--- config.mk ---
export PLATFORM = sky130hd
export DESIGN_NAME = slam_stage_sched
export DESIGN_NICKNAME = d
export VERILOG_FILES = /design/src/rtl/slam_stage_sched_pkg.sv /design/src/rtl/slam_stage_sched_fifo.sv /design/src/rtl/slam_stage_sched.sv
export SDC_FILE = /design/constraint.sdc
export NUM_CORES = 1
export LEC_CHECK = 0
export CAP_MARGIN = 20
export CORE_MARGIN = 8
export CORE_UTILIZATION = 45
export DETAILED_ROUTE_END_ITERATION = 8
export PLACE_DENSITY = 0.7
export SYNTH_ARGS = -nofsm -noshare
export SYNTH_HDL_FRONTEND = slang
export SYNTH_HIERARCHICAL = 1
export SYNTH_SLANG_ARGS = --single-unit
--- constraint.sdc ---
create_clock -name clk -period 3.4 [get_ports clk]
set_input_delay 0.85 -clock clk [delete_from_list [all_inputs] [get_ports clk]]
set_output_delay 0.85 -clock clk [all_outputs]
set_load 0.02 [all_outputs]
--- src/rtl/slam_stage_sched_pkg.sv ---
// Shared stage codes, FSM states and command record for the EKF-SLAM stage scheduler.
// The core imports the same package so both sides agree on the stage encoding.
package slam_stage_sched_pkg;

    localparam int unsigned OP_W = 32;

    typedef enum logic [2:0] {
        STAGE_IDLE  = 3'b000,
        STAGE_PRD   = 3'b001,
        STAGE_NEW   = 3'b010,
        STAGE_UPD   = 3'b011,
        STAGE_ASSOC = 3'b100
    } stage_e;

    typedef enum logic [1:0] {
        S_IDLE,
        S_LOAD,
        S_RUN,
        S_GAP
    } state_e;

    typedef struct packed {
        logic [2:0]      stage;
        logic [OP_W-1:0] op0;
        logic [OP_W-1:0] op1;
    } cmd_t;

    function automatic logic stage_is_legal(input logic [2:0] code);
        return (code >= 3'(STAGE_PRD)) && (code <= 3'(STAGE_ASSOC));
    endfunction

endpackage

--- src/rtl/slam_stage_sched_fifo.sv ---
// Command FIFO: DEPTH entries, count-based full/empty, show-ahead head word.
// Ready is registered from the next count so it is exactly !full every cycle.
module slam_cmd_fifo
    import slam_stage_sched_pkg::*;
#(
    parameter int unsigned DEPTH = 4
) (
    input  logic clk,
    input  logic sys_rst,
    input  logic i_push,
    input  cmd_t i_wdata,
    input  logic i_pop,
    output cmd_t o_head,
    output logic o_empty,
    output logic o_ready
);

    localparam int unsigned AW = (DEPTH > 1) ? $clog2(DEPTH) : 1;
    localparam logic [AW:0] FULL_CNT = (AW + 1)'(DEPTH);

    cmd_t          r_mem [DEPTH];
    logic [AW-1:0] r_wr_ptr;
    logic [AW-1:0] r_rd_ptr;
    logic [AW:0]   r_count;
    logic [AW:0]   w_count_next;
    logic          r_ready;
    logic          w_push;
    logic          w_pop;

    assign w_push  = i_push && (r_count != FULL_CNT);
    assign w_pop   = i_pop && (r_count != '0);
    assign o_head  = r_mem[r_rd_ptr];
    assign o_empty = (r_count == '0);
    assign o_ready = r_ready;

    always_comb begin
        w_count_next = r_count;
        if (w_push && !w_pop) begin
            w_count_next = r_count + 1'b1;
        end else if (!w_push && w_pop) begin
            w_count_next = r_count - 1'b1;
        end
    end

    always_ff @(posedge clk) begin
        if (sys_rst) begin
            r_wr_ptr <= '0;
            r_rd_ptr <= '0;
            r_count  <= '0;
            r_ready  <= 1'b0;
        end else begin
            if (w_push) begin
                r_wr_ptr <= r_wr_ptr + 1'b1;
            end
            if (w_pop) begin
                r_rd_ptr <= r_rd_ptr + 1'b1;
            end
            r_count <= w_count_next;
            r_ready <= (w_count_next != FULL_CNT);
        end
    end

    always_ff @(posedge clk) begin
        if (w_push) begin
            r_mem[r_wr_ptr] <= i_wdata;
        end
    end

endmodule

--- src/rtl/slam_stage_sched.sv ---
// Stage command scheduler for the EKF-SLAM core: queues PS commands, issues them one at a
// time with a forced IDLE->code edge, routes operands and watchdogs each stage.
module slam_stage_sched
    import slam_stage_sched_pkg::*;
#(
    parameter int unsigned DEPTH       = 4,
    parameter int unsigned GAP_CYC     = 2,
    parameter int unsigned TIMEOUT_CYC = 65535,
    parameter int unsigned CNT_DW      = 16
) (
    input  logic              clk,
    input  logic              sys_rst,
    input  logic              cmd_valid,
    output logic              cmd_ready,
    input  logic [2:0]        cmd_stage,
    input  logic [31:0]       cmd_op0,
    input  logic [31:0]       cmd_op1,
    output logic [2:0]        stage_val,
    input  logic              stage_rdy,
    output logic [31:0]       vlr,
    output logic [31:0]       alpha,
    output logic [31:0]       rk,
    output logic [31:0]       phi,
    output logic              busy,
    output logic              done,
    output logic [2:0]        done_stage,
    output logic              err_timeout,
    output logic              err_illegal,
    output logic [CNT_DW-1:0] stage_cnt
);

    localparam int unsigned GW = (GAP_CYC > 1) ? $clog2(GAP_CYC) : 1;
    localparam int unsigned WW = (TIMEOUT_CYC > 1) ? $clog2(TIMEOUT_CYC) : 1;
    localparam logic [GW-1:0] GAP_LAST = GW'(GAP_CYC - 1);
    localparam logic [WW-1:0] WD_LAST  = WW'((TIMEOUT_CYC > 0) ? TIMEOUT_CYC - 1 : 0);

    state_e            r_state;
    state_e            w_state_next;
    cmd_t              r_cur;
    cmd_t              w_head;
    cmd_t              w_wdata;
    logic              w_empty;
    logic              w_fifo_ready;
    logic              w_accept;
    logic              w_fifo_push;
    logic              w_pop;
    logic              w_complete;
    logic              w_abort;
    logic              r_arm;
    logic [GW-1:0]     r_gap;
    logic [WW-1:0]     r_wd;
    logic [31:0]       r_vlr;
    logic [31:0]       r_alpha;
    logic [31:0]       r_rk;
    logic [31:0]       r_phi;
    logic              r_done;
    logic [2:0]        r_done_stage;
    logic              r_err_timeout;
    logic              r_err_illegal;
    logic [CNT_DW-1:0] r_stage_cnt;

    assign w_accept    = cmd_valid && w_fifo_ready;
    assign w_fifo_push = w_accept && stage_is_legal(cmd_stage);
    assign w_wdata     = '{stage: cmd_stage, op0: cmd_op0, op1: cmd_op1};

    slam_cmd_fifo #(
        .DEPTH (DEPTH)
    ) u_fifo (
        .clk     (clk),
        .sys_rst (sys_rst),
        .i_push  (w_fifo_push),
        .i_wdata (w_wdata),
        .i_pop   (w_pop),
        .o_head  (w_head),
        .o_empty (w_empty),
        .o_ready (w_fifo_ready)
    );

    always_ff @(posedge clk) begin
        if (sys_rst) begin
            r_state <= S_IDLE;
        end else begin
            r_state <= w_state_next;
        end
    end

    // Normal completion takes priority over a watchdog expiry in the same cycle.
    always_comb begin
        w_state_next = r_state;
        w_pop        = 1'b0;
        w_complete   = 1'b0;
        w_abort      = 1'b0;
        unique case (r_state)
            S_IDLE: begin
                if (!w_empty) begin
                    w_pop        = 1'b1;
                    w_state_next = S_LOAD;
                end
            end
            S_LOAD: begin
                w_state_next = S_RUN;
            end
            S_RUN: begin
                if (stage_rdy && r_arm) begin
                    w_complete   = 1'b1;
                    w_state_next = S_GAP;
                end else if ((TIMEOUT_CYC != 0) && (r_wd == WD_LAST)) begin
                    w_abort      = 1'b1;
                    w_state_next = S_GAP;
                end
            end
            S_GAP: begin
                if (r_gap == GAP_LAST) begin
                    w_state_next = S_IDLE;
                end
            end
            default: begin
                w_state_next = S_IDLE;
            end
        endcase
    end

    always_ff @(posedge clk) begin
        if (sys_rst) begin
            r_cur         <= '0;
            r_arm         <= 1'b0;
            r_gap         <= '0;
            r_wd          <= '0;
            r_vlr         <= '0;
            r_alpha       <= '0;
            r_rk          <= '0;
            r_phi         <= '0;
            r_done        <= 1'b0;
            r_done_stage  <= '0;
            r_err_timeout <= 1'b0;
            r_err_illegal <= 1'b0;
            r_stage_cnt   <= '0;
        end else begin
            r_done <= w_complete || w_abort;
            if (w_pop) begin
                r_cur <= w_head;
            end
            if (r_state == S_LOAD) begin
                if (r_cur.stage == 3'(STAGE_PRD)) begin
                    r_vlr   <= r_cur.op0;
                    r_alpha <= r_cur.op1;
                end else begin
                    r_rk  <= r_cur.op0;
                    r_phi <= r_cur.op1;
                end
                r_arm <= 1'b0;
                r_wd  <= '0;
            end else if (r_state == S_RUN) begin
                r_wd <= r_wd + 1'b1;
                if (!stage_rdy) begin
                    r_arm <= 1'b1;
                end
            end
            if (r_state == S_GAP) begin
                r_gap <= r_gap + 1'b1;
            end else begin
                r_gap <= '0;
            end
            if (w_complete || w_abort) begin
                r_done_stage <= r_cur.stage;
            end
            if (w_complete) begin
                r_stage_cnt <= r_stage_cnt + 1'b1;
            end
            if (w_abort) begin
                r_err_timeout <= 1'b1;
            end
            if (w_accept && !stage_is_legal(cmd_stage)) begin
                r_err_illegal <= 1'b1;
            end
        end
    end

    assign cmd_ready   = w_fifo_ready;
    assign stage_val   = (r_state == S_RUN) ? r_cur.stage : '0;
    assign vlr         = r_vlr;
    assign alpha       = r_alpha;
    assign rk          = r_rk;
    assign phi         = r_phi;
    assign busy        = (r_state != S_IDLE) || !w_empty;
    assign done        = r_done;
    assign done_stage  = r_done_stage;
    assign err_timeout = r_err_timeout;
    assign err_illegal = r_err_illegal;
    assign stage_cnt   = r_stage_cnt;

endmodule

==> reports/summary.txt <==
via count - 12213
largest family of logic cells by synthesized area - simple AND/OR/NAND/NOR gates
Hold WC Path Type - flop to flop
Post-Synth Adder-Cell Area - 0.00984
# port buffers - 225
vias in the first global route - 12236
crit path max fanout - 17
TritonCTS buffer count - 51
Syn Area/Cell - 12.6 um2
Overflow after GRT - 0
Post-CTS Hold Buffers - 0
Area Growth Syn to Fin - 24.4%
Synth Cell Area - 19000 um2
compound-cell area share of the yosys netlist - 0.0672
routability congestion estimate - 0.777
row count - 75
Post-Route WL - 44600 um
Syn Inst Count - 1508
Mapped Nets - 1593
Simple-Gate Fraction of Synth Area - 0.118
Die H - 221 um
final setup skew - 26.0 ps
sequential fraction of the synthesis area - 0.686
synth cell count leaders - nand2_1, edfxtp_1, dfxtp_1
post-synthesis xor/xnor area fraction - 0.0111
TritonRoute pass-1 iters - 5
WP data arrival - 2380 ps
worst-margin pin slew - 1060 ps
DIE AREA - 48900 um2
Core ar. - 41800 um2
Max-Slew Margin vs Limit - 0.295
initial antenna violation count - 14
Final min period - 3230 ps
CTS root buf - clkbuf_16
layout cells sized above 1 - 0.108
crit path cell chain - inv_1, ha_1, and2_1, clkdlybuf4s50_1
GRT Resource Usage Total - 0.177
Post-synth EDFFs - 268
WHS - 453 ps
Ys Warns - 6
main flop type after synthesis - edfxtp_1
CP startpoint kind - flop
TritonCTS clock tree - done
DRT iter0 DRCs - 831
final setup TNS - 0 ps
Distinct cells, synth - 54
largest net degree at the start of global routing - 88
Residual DRC - 0
Seq cells post-synth - 515
filler cell count - 3325
top cells by area, synth - edfxtp_1, dfxtp_1, nand2_1, mux4_2, a21oi_1
outcome - finished clean
setup violators final - 0
# H-tree levels - 2
final hold vios - 0
most common cell in the netlist - nand2_1
Final period util - 0.949
clock transition at the registers of the reported paths - 60 ps
Via-to-Cell Ratio - 5.30
post-synth top area share - 0.425
static leakage - 7.46 nW
Die X - 221 um
Async SR Flop Fraction - 0
critical path required time - 2550 ps
max-capacitance violation count - 0
power per cell area - 552 nW/um2
worst vdd ir - 365 uV
io pins - 226
WL/cell - 19.3 um
mux contribution to synthesized area - 0.0823
RSZ-0062 raised after global routing - false
Final ANT Viol Nets - 0
Clock Sinks - 515
kind of critical path - flop to primary output
Final #Nets - 1800
Max stage delay on crit path - 610 ps
CP Capture Type - primary output
fmax - 0.310 GHz
Clock Path Buffers - 3
slowest stage cell on the critical path - clkdlybuf4s50_1
first-pass GRT wire length - 69300 um
most area-hungry cell type in the Yosys netlist - edfxtp_1
worst skew pair latency - 600 ps
dpl hpwl - 28000 um
Initial Util - 0.454
fin. max-slew vios - 0
through the flow:
step	power (W)	area [um2]	instances	utilization	setup WS, ps
floorplan	0.00710	19000	1508	-	465
global placement	0.00741	21800	2201	0.522	524
detailed placement	0.00742	21800	2201	0.522	403
CTS	0.0131	23600	2297	0.564	76.4
global route	0.0134	23600	2304	0.564	58.2
finish	0.0130	23600	2305	0.565	174
registers in the layout, summed over array words and instances, names as in the netlist, named ones only:
signal,count
alpha,32
u_fifo/r_count,3
err_timeout,1
r_arm,1
vlr,32
rk,32
u_fifo/o_ready,1
r_gap,1
r_wd,16
done_stage,3
stage_cnt,16
r_cur,67
phi,32
u_fifo/r_rd_ptr,2
err_illegal,1
r_state,2
u_fifo/r_wr_ptr,2
u_fifo/r_mem,268
done,1
cells by family (layout without fill, tap and decap cells):
logic type                 count (synthesis)  count (layout)
xor gates and xnor gates                  24              24
buffers and inverters                    108             358
muxes                                     72              72
and+or+nand+nor                          533             533
AOI/OAI and AO/OA                        241             241
adders and majority gates                 15              15
other                                      0               8
DFF                                      515             515
worst max-delay path: cells and delay by family (launching register included):
family	cells	cell delay, ps
buffers and inverters	2	700
adder cells (fa/ha/maj)	1	530
flip-flops	1	340
AND/OR/NAND/NOR	1	230
power by group:
| part | leakage (nW) | internal, W | total [W] | switching, W |
|---|---|---|---|---|
| Clock | 0.852 | 0.00339 | 0.00574 | 0.00235 |
| Combinational | 2.20 | 0.000216 | 0.000643 | 0.000427 |
| Sequential | 4.41 | 0.00661 | 0.00664 | 0.0000359 |
| Total | 7.46 | 0.0102 | 0.0130 | 0.00281 |
cell type report:
class / instances / area (um2) / share of cell area
flip-flops and latches: 515 / 13000 / 0.551
multi-input cells: 885 / 5510 / 0.234
repair buffers: 244 / 2550 / 0.108
clock buffers: 70 / 1450 / 0.0615
well taps: 539 / 674 / 0.0286
clock inverters: 26 / 300 / 0.0127
inverters: 18 / 67.6 / 0.00287
diodes: 8 / 20.0 / 0.000849
cells in the final DEF (no fill, tap or decap), drive strengths merged, types with 3 or more instances in the layout:
cell / count
mux4: 67
mux2i: 5
nand3: 16
nand2b: 15
and3: 9
a21oi: 211
or4: 3
xnor2: 14
clkdlybuf4s50: 223
nor3: 5
buf: 20
nand2: 409
or3: 8
diode: 8
dfxtp: 247
a211oi: 4
edfxtp: 268
bufinv: 5
inv: 20
clkbuf: 70
and4: 3
o21ai: 8
ha: 14
and2: 4
nor4: 7
nand4: 8
clkinv: 17
xor2: 10
nor2: 42
timing repair:
item                                   CTS  global route
buffers inserted                         0             0
gates resized for setup                  0             1
endpoints found under the hold margin    0             0
setup endpoints to repair                0             1
per-layer routing:
metal  global-route usage  vias to the layer above  wire [um]
li1                     -                     5758          -
met1                0.216                     6059      18600
met2                0.300                      315      22200
met3               0.0512                       69       2890
met4               0.0581                       12        858
met5                    0                        -         80
final timing paths:
kind	startpoint	endpoint	slack [ps]	depth (start not counted)
setup / recovery	r_state[0]	stage_val[0]	170	4
setup reg to reg	u_fifo/r_count[1]	u_fifo/o_ready	830	10
hold reg to reg	alpha[29]	alpha[29]	450	2
hold / removal	alpha[29]	alpha[29]	450	2
No activity file was read; power rests on OpenSTA's default activity.
